==> src/rtl/ddr_read_arbiter.sv <==
// ddr_read_arbiter
// Shares the DDR controller's single read port between a high-priority
// display requester (port 0) and a user/debug requester (port 1). One read
// is sequenced at a time: IDLE -> ISSUE -> WAIT -> DONE. Port 1 is forced
// through after STARVE_LIMIT back-to-back port-0 wins. A read that sees no
// data within TIMEOUT wait cycles completes with an error. Every output is
// registered, so no input reaches an output combinationally.
module ddr_read_arbiter #(
    parameter int ADDR_W       = 24,
    parameter int DATA_W       = 16,
    parameter int STARVE_LIMIT = 4,
    parameter int TIMEOUT      = 255
) (
    input  logic              clk,
    input  logic              rst,
    input  logic              req0,
    input  logic [ADDR_W-1:0] addr0,
    output logic              valid0,
    input  logic              req1,
    input  logic [ADDR_W-1:0] addr1,
    output logic              valid1,
    output logic [DATA_W-1:0] readData,
    output logic              readErr,
    output logic              ddrReadRequest,
    output logic [ADDR_W-1:0] ddrReadAddress,
    input  logic              ddrIdle,
    input  logic              ddrReadValid,
    input  logic [DATA_W-1:0] ddrReadData,
    output logic              timeoutErr
);

    localparam logic [1:0] ST_IDLE  = 2'd0;
    localparam logic [1:0] ST_ISSUE = 2'd1;
    localparam logic [1:0] ST_WAIT  = 2'd2;
    localparam logic [1:0] ST_DONE  = 2'd3;

    localparam logic [3:0] STARVE_MAX = 4'(STARVE_LIMIT);
    localparam logic [7:0] TO_MAX     = 8'(TIMEOUT);

    logic [1:0] state;
    logic       grant;        // owner of the in-flight read: 0 = port 0, 1 = port 1
    logic [3:0] starve_cnt;   // consecutive port-0 wins while port 1 was waiting
    logic [7:0] to_cnt;       // cycles spent in WAIT without data

    logic start;              // a read is launched from IDLE this cycle
    logic pick1;              // port 1 wins the launch
    logic data_hit;           // data returned during WAIT
    logic to_hit;             // wait budget exhausted without data
    logic complete;           // the in-flight read finishes this cycle

    // Arbitration and completion decisions for the current cycle
    always_comb begin
        // NOTE: every signal gets a default before any branch, so no path
        // leaves a value unassigned and no latch is inferred.
        start    = 1'b0;
        pick1    = 1'b0;
        data_hit = 1'b0;
        to_hit   = 1'b0;
        if (state == ST_IDLE && (req0 || req1) && ddrIdle) begin
            start = 1'b1;
            pick1 = req1 && (!req0 || starve_cnt == STARVE_MAX);
        end
        if (state == ST_WAIT) begin
            // Data arriving on the last permitted cycle still wins over the timeout.
            data_hit = ddrReadValid;
            to_hit   = !ddrReadValid && (to_cnt == TO_MAX);
        end
        complete = data_hit || to_hit;
    end

    // Sequencer: one read at a time through IDLE, ISSUE, WAIT, DONE
    always_ff @(posedge clk) begin
        // NOTE: registered state is written with non-blocking assignments so
        // every block samples the pre-edge values of its neighbours.
        if (rst) begin
            state <= ST_IDLE;
        end else begin
            case (state)
                ST_IDLE:  if (start) state <= ST_ISSUE;
                ST_ISSUE: state <= ST_WAIT;
                ST_WAIT:  if (complete) state <= ST_DONE;
                ST_DONE:  state <= ST_IDLE;
                default:  state <= ST_IDLE;
            endcase
        end
    end

    // Launch: latch the winner, its address, and strobe the controller once
    always_ff @(posedge clk) begin
        if (rst) begin
            grant          <= 1'b0;
            ddrReadRequest <= 1'b0;
            ddrReadAddress <= '0;
        end else begin
            ddrReadRequest <= start;
            if (start) begin
                grant          <= pick1;
                ddrReadAddress <= pick1 ? addr1 : addr0;
            end
        end
    end

    // Starvation counter: counts port-0 wins that left port 1 waiting
    always_ff @(posedge clk) begin
        if (rst) begin
            starve_cnt <= '0;
        end else if (start) begin
            if (pick1 || !req1) begin
                starve_cnt <= '0;
            end else if (starve_cnt != STARVE_MAX) begin
                starve_cnt <= starve_cnt + 4'd1;
            end
        end
    end

    // Completion timer: cleared on the strobe, advances each empty WAIT cycle
    always_ff @(posedge clk) begin
        if (rst) begin
            to_cnt <= '0;
        end else if (state == ST_ISSUE) begin
            to_cnt <= '0;
        end else if (state == ST_WAIT && !complete) begin
            to_cnt <= to_cnt + 8'd1;
        end
    end

    // Completion: capture data or error, then pulse the owner's valid in DONE
    always_ff @(posedge clk) begin
        if (rst) begin
            valid0     <= 1'b0;
            valid1     <= 1'b0;
            readData   <= '0;
            readErr    <= 1'b0;
            timeoutErr <= 1'b0;
        end else begin
            valid0 <= complete && !grant;
            valid1 <= complete && grant;
            if (data_hit) begin
                readData <= ddrReadData;
                readErr  <= 1'b0;
            end else if (to_hit) begin
                readData   <= '0;
                readErr    <= 1'b1;
                timeoutErr <= 1'b1;
            end
        end
    end

endmodule
==> config.mk <==
export PLATFORM = sky130hd
export DESIGN_NAME = ddr_read_arbiter
export DESIGN_NICKNAME = d
export VERILOG_FILES = /design/src/rtl/ddr_read_arbiter.sv
export SDC_FILE = /design/constraint.sdc
export NUM_CORES = 1
export LEC_CHECK = 0
export CAP_MARGIN = 10
export CORE_MARGIN = 5
export CORE_UTILIZATION = 44
export CTS_CLUSTER_DIAMETER = 150
export DETAILED_ROUTE_END_ITERATION = 10
export PLACE_DENSITY = 0.85
export SLEW_MARGIN = 0
export SYNTH_ARGS = -nofsm -noshare
export SYNTH_HDL_FRONTEND = slang
export SYNTH_SLANG_ARGS = --single-unit
==> constraint.sdc <==
create_clock -name clk -period 2.8 [get_ports clk]
set_input_delay 0.42 -clock clk [delete_from_list [all_inputs] [get_ports clk]]
set_output_delay 0.42 -clock clk [all_outputs]
set_load 0.01 [all_outputs]
==> results of run 1 <==
-- metrics by stage --
step	cells	hold WS (ns)	total power (uW)
5_1_grt	466	0.4902	2792
6_report	466	0.4771	2638
3_5_place_dp	450	0.4541	1869
2_1_floorplan	278	0.4412	1466
3_3_place_gp	450	0.4560	1850
4_1_cts	466	0.4783	2665
-- registers in the layout, indices dropped and copies added (netlist names) --
| signal | flops |
|---|---|
| valid0 | 1 |
| readErr | 1 |
| starve_cnt | 4 |
| state | 2 |
| ddrReadAddress | 24 |
| to_cnt | 8 |
| timeoutErr | 1 |
| readData | 16 |
| valid1 | 1 |
| grant | 1 |
| ddrReadRequest | 1 |
-- synth_stat cells, types with 6 or more instances --
cell type / count / area (um^2)
a21oi_1: 6 / 30.03
a22o_1: 16 / 140.1
a31oi_1: 22 / 137.6
buf_2: 7 / 35.03
clkbuf_1: 8 / 30.03
dfxtp_1: 60 / 1201
ha_1: 6 / 75.07
nand2_1: 48 / 180.2
nor2_1: 15 / 56.30
nor3_1: 10 / 50.05
o21ai_0: 21 / 105.1
-- power groups by stage --
stage / Sequential (uW) / Clock [uW] / Combinational [uW]
floorplan: 1110 / 0 / 355
global placement: 1060 / 0 / 787
detailed placement: 1070 / 0 / 802
CTS: 1050 / 809 / 807
global route: 1070 / 846 / 881
finish: 1050 / 788 / 799
-- per-layer routing --
layer,GRT usage (%),routed length (um),vias to the layer above,share of wire (%)
met1,21.51,2840,1073,41
met5,0,0,-,0
met4,7.338,80,0,1.2
met2,29.94,3013,103,44
met3,11.07,926,8,13
li1,-,-,1224,-
-- cell type report --
| type | count | area share [%] |
|---|---|---|
| multi-input combinational | 194 | 30.49 |
| timing repair buffer | 118 | 30.29 |
| sequential | 60 | 31.07 |
| clock buffer | 12 | 4.013 |
| tap | 72 | 2.330 |
| clock inverter | 4 | 1.230 |
| inverter | 6 | 0.5825 |
-- critical path, cell delays in order (launching register included) --
cell and delay (ns):
dfxtp_1 0.37, inv_1 0.07, ha_1 0.19, nand3b_1 0.15, a21bo_1 0.60, nor3_1 0.10, nor4_1 0.27
-- cell families after synthesis --
group	after synthesis	share of synthesized area [%]
mux	1	0.4026
flops	60	48.31
compound gates	82	22.80
simple gates	101	19.78
fa+ha+maj	6	3.020
buf+inv	24	4.278
xor+xnor	4	1.409
-- how the worst max path moves through the flow --
stage                                     startpoint                         endpoint  slack [ns]
after detailed placement                        req0  ddrReadAddress[21]$_SDFFE_PP0P_        0.72
final                     starve_cnt[0]$_SDFFE_PP0P_  ddrReadAddress[22]$_SDFFE_PP0P_        0.95
after floorplan                state[0]$_SDFFE_PP0P_           to_cnt[5]$_SDFFE_PP0P_        1.30
after global placement                          req0   ddrReadAddress[6]$_SDFFE_PP0P_        0.78
after global routing      starve_cnt[0]$_SDFFE_PP0P_  ddrReadAddress[20]$_SDFFE_PP0P_        0.77
after CTS                 starve_cnt[0]$_SDFFE_PP0P_  ddrReadAddress[21]$_SDFFE_PP0P_        0.94
==> impl_metrics.env, run 1 <==
export IMPL_drt_wl_total_mm=6.861
export IMPL_fmax_mhz=539.9
export IMPL_clkSinkCount=60
export IMPL_cellPowerDensity_mw_per_mm2=682.2
export IMPL_syn_nets=354
export IMPL_postCtsSetupBuffers=0
export IMPL_port_buffers=114
export IMPL_multi_input_area_mm2=0.001179
export IMPL_reg2reg_slack_ns=0.95
export IMPL_grt_pass1_vias=2357
export IMPL_drive_gt1_share_pct=7.868
export IMPL_seqPwrFrac_pct=39.8
export IMPL_drtAntennaViolNets=0
export IMPL_gp_congestion=0.8200
export IMPL_setup_viol=0
export IMPL_status="completed"
export IMPL_hp_class="reg2reg"
export IMPL_antenna_cells=0
export IMPL_max_cap_violations=0
export IMPL_tightest_slew_ns=0.7104
export IMPL_layout_common_cells="clkdlybuf4s50_1 (114), dfxtp_1 (60), nand2_1 (48), a31oi_1 (22), o21ai_0 (21)"
export IMPL_drcViolationCount=0
export IMPL_swShare_pct=29.70
export IMPL_min_period_ns=1.852
export IMPL_r2r_start="starve_cnt[0]$_SDFFE_PP0P_"
export IMPL_max_slew_margin_pct=52.64
export IMPL_hold_depth=1
export IMPL_slew_violations=0
export IMPL_yosys_most_used_dff="dfxtp_1"
export IMPL_dieArea_mm2=0.007254
export IMPL_clock_skew_ns=0.007509
export IMPL_cp_required_ns=3.04
export IMPL_cts_resized=0
export IMPL_grt_total_usage_pct=19.14
export IMPL_yosys_warnings=0
export IMPL_leakage_uw=0.001482
export IMPL_stdcell_area_mm2=0.003866
export IMPL_numCtsBuffers=9
export IMPL_seq_area_frac_synth_pct=48.31
export IMPL_period_share_pct=66.15
export IMPL_hold_buffers=0
export IMPL_hold_violations=0
export IMPL_synth_edff_count=0
export IMPL_htree_num_levels=3
export IMPL_ff2ff_path_depth=6
export IMPL_placed_area_mm2=0.003664
export IMPL_clk_pin_slew_ns=0.07
export IMPL_syn_avg_cell_area_um2=8.943
export IMPL_synth_cells=278
export IMPL_grt_overflow=0
export IMPL_rsz0062_at_grt="no"
export IMPL_min_delay_start="readData[8]$_SDFFE_PP0P_"
export IMPL_grt_max_degree=49
export IMPL_ir_drop_mv=0.3684
export IMPL_dp_hpwl_mm=5.018
export IMPL_drt_first_pass_iters=4
export IMPL_final_common_cell="clkdlybuf4s50_1"
export IMPL_p_switching_uw=783.2
export IMPL_io_pins=115
export IMPL_antenna_found_initial=0
export IMPL_final_seq_area_mm2=0.001201
export IMPL_r2r_end="ddrReadAddress[22]$_SDFFE_PP0P_"
export IMPL_combPwrFrac_pct=30.3
export IMPL_ys_async_sr_fraction_pct=0
export IMPL_coreArea_mm2=0.005507
export IMPL_fp_dieW_um=85.17
export IMPL_fin_util_pct=70.21
export IMPL_holdPathEnd="readData[8]$_SDFFE_PP0P_"
export IMPL_worstPathArrival_ns=2.09
export IMPL_wire_per_inst_um=14.72
export IMPL_syn_area_mm2=0.002486
export IMPL_drt_initial_drc_count=107
export IMPL_p_int_uw=1854
export IMPL_cts_tree="yes"
export IMPL_crit_type="reg2reg"
export IMPL_vias_per_cell=5.167
export IMPL_fin_tns_setup_ns=0
export IMPL_area_growth_pct=55.51
export IMPL_cts_path_max_buffers=2
export IMPL_clkPwrFrac_pct=29.9
export IMPL_path_max_fanout=24
export IMPL_nets=465
export IMPL_layout_setup_ws_ns=0.9479
export IMPL_ys_seq_elements=60
export IMPL_place_ws_ns=0.7162
export IMPL_clockRootBuffer="clkbuf_8"
export IMPL_clk_latency_ns=0.34
export IMPL_cp_start_kind="flop"
export IMPL_grt_pass1_wl_mm=11.05
export IMPL_row_count=27
export IMPL_fill_cells=428
export IMPL_die_h_um=85.17
export IMPL_vias=2408
export IMPL_synth_cell_type_count=43
export IMPL_initial_core_util_pct=45.15
export IMPL_worst_setup_path_end_kind="flop"
No activity file was read; power rests on OpenSTA's default activity.
==> inputs of run 2 (changes only) <==
- CORE_UTILIZATION: 44 -> 41
- PLACE_DENSITY: 0.85 -> 0.8
- clock period: 2.8 -> 1.78 ns (I/O delays scaled with it)
==> impl_metrics.env, run 2 (same netlist as run 1, synthesis figures left out) <==
export IMPL_max_cap_violations=0
export IMPL_ir_drop_mv=0.6712
export IMPL_gp_congestion=0.8455
export IMPL_largest_register="ddrReadAddress"
export IMPL_crit_start="state[0]$_SDFFE_PP0P_"
export IMPL_drt_initial_drc_count=66
export IMPL_cp_required_ns=2.04
export IMPL_clk_pin_slew_ns=0.07
export IMPL_row_count=28
export IMPL_tightest_slew_ns=0.4227
export IMPL_cts_resized=0
export IMPL_grt_pass1_wl_mm=11.23
export IMPL_vias_per_cell=5.181
export IMPL_clkSinkCount=60
export IMPL_clockRootBuffer="clkbuf_8"
export IMPL_drt_first_pass_iters=4
export IMPL_drt_wl_total_mm=6.968
export IMPL_stdcell_area_mm2=0.004034
export IMPL_timing_hold_ws_ns=0.4755
export IMPL_holdPathEnd="readData[11]$_SDFFE_PP0P_"
export IMPL_io_pins=115
export IMPL_dp_hpwl_mm=5.120
export IMPL_layout_common_cells="clkdlybuf4s50_1 (114), dfxtp_1 (60), nand2_1 (48), a31oi_1 (22), o21ai_0 (21)"
export IMPL_drtAntennaViolNets=0
export IMPL_largest_reg_flops=24
export IMPL_dieArea_mm2=0.007721
export IMPL_grt_max_degree=43
export IMPL_postCtsSetupBuffers=0
export IMPL_crit_type="reg2reg"
export IMPL_clock_skew_ns=0.007972
export IMPL_fp_dieW_um=87.87
export IMPL_antenna_cells=0
export IMPL_hold_depth=1
export IMPL_r2r_end="to_cnt[5]$_SDFFE_PP0P_"
export IMPL_coreArea_mm2=0.005921
export IMPL_worstPathArrival_ns=1.84
export IMPL_drcViolationCount=0
export IMPL_worst_setup_path_end_kind="flop"
export IMPL_path_max_fanout=7
export IMPL_fin_util_pct=68.13
export IMPL_place_ws_ns=-0.02403
export IMPL_fill_cells=487
export IMPL_wire_per_inst_um=14.64
export IMPL_min_delay_start="readData[11]$_SDFFE_PP0P_"
export IMPL_grt_overflow=0
export IMPL_die_h_um=87.87
export IMPL_setup_viol=0
export IMPL_ff2ff_path_depth=6
export IMPL_numCtsBuffers=9
export IMPL_period_share_pct=88.73
export IMPL_final_seq_area_mm2=0.001201
export IMPL_fmax_mhz=633.2
export IMPL_nets=472
export IMPL_placed_area_mm2=0.003757
export IMPL_grt_total_usage_pct=18.79
export IMPL_vias=2466
export IMPL_cts_path_max_buffers=2
export IMPL_cellPowerDensity_mw_per_mm2=1140
export IMPL_hold_buffers=0
export IMPL_cts_tree="yes"
export IMPL_leakage_uw=0.001565
export IMPL_rsz0062_at_grt="no"
export IMPL_area_growth_pct=62.25
export IMPL_multi_input_area_mm2=0.001186
export IMPL_grt_pass1_vias=2418
export IMPL_r2r_start="state[0]$_SDFFE_PP0P_"
export IMPL_initial_core_util_pct=41.99
export IMPL_clk_latency_ns=0.33
export IMPL_final_common_cell="clkdlybuf4s50_1"
export IMPL_layout_setup_ws_ns=0.2006
export IMPL_max_slew_margin_pct=71.76
export IMPL_slew_violations=0
export IMPL_cp_start_kind="flop"
export IMPL_fin_cells=476
export IMPL_hold_violations=0
export IMPL_reg_largest_list="ddrReadAddress x24, readData x16, to_cnt x8"
export IMPL_status="completed"
export IMPL_reg2reg_slack_ns=0.20
export IMPL_hp_class="reg2reg"
export IMPL_min_period_ns=1.579
export IMPL_drive_gt1_share_pct=9.726
export IMPL_htree_num_levels=3
export IMPL_dp_cells=460
export IMPL_antenna_found_initial=0
export IMPL_port_buffers=114
## run 2: cell count changes in the layout (fill, tap and decap cells not counted)
cell,delta
clkbuf_1,-1
a21oi_4,+1
buf_12,+3
buf_4,+4
clkinv_2,-2
clkinvlp_4,-1
clkbuf_8,+2
bufinv_16,+2
a21oi_2,-1
## run 2: layout make-up
type	count	area share, %
Clock buffer	13	4.435
Clock inverter	3	2.233
Inverter	6	0.5583
Multi-Input combinational cell	194	29.40
Sequential cell	60	29.78
Tap cell	75	2.326
Timing Repair Buffer	125	31.27
## run 2: how the worst max path moves through the flow
stage,slack (ns),cells after the start,end
6_report,0.20,6,to_cnt[5]$_SDFFE_PP0P_
3_3_place_gp,0.01,4,readData[14]$_SDFFE_PP0P_
5_1_grt,0.06,6,to_cnt[5]$_SDFFE_PP0P_
3_5_place_dp,-0.02,4,readData[1]$_SDFFE_PP0P_
4_1_cts,0.1,5,readData[15]$_SDFFE_PP0P_
2_1_floorplan,0.28,6,to_cnt[5]$_SDFFE_PP0P_
## run 2: stage by stage
stage | total power [uW] | setup TNS, ns
floorplan | 2307 | 0
global placement | 2978 | 0
detailed placement | 3010 | -0.2319
CTS | 4638 | 0
global route | 4874 | 0
finish | 4597 | 0
## run 2: worst max-delay path: stages, from the launching register on
cell and delay [ns]:
dfxtp_1 0.33, inv_1 0.08, ha_1 0.24, and2b_4 0.24, nand4_4 0.12, or3_1 0.37
a21oi_1 0.14
## run 2: where the power goes
part	internal (uW)	switching, uW
logic	714	619
registers	1550	101
clock network	1080	532
## run 2: metal layers
layer  global-route usage [%]  vias up  part of all wire [%]
li1                         -     1239                     -
met1                    22.24     1110                    41
met2                    27.95      113                    44
met3                    11.29        4                    15
met4                    6.974        0                  0.59
met5                        0        -                     0
==> inputs of run 3 (changes only) <==
- SKIP_CTS_REPAIR_TIMING: default -> 1
==> results of run 3 <==
Same layout as run 2: the final DEF is identical, and so are final timing and power.
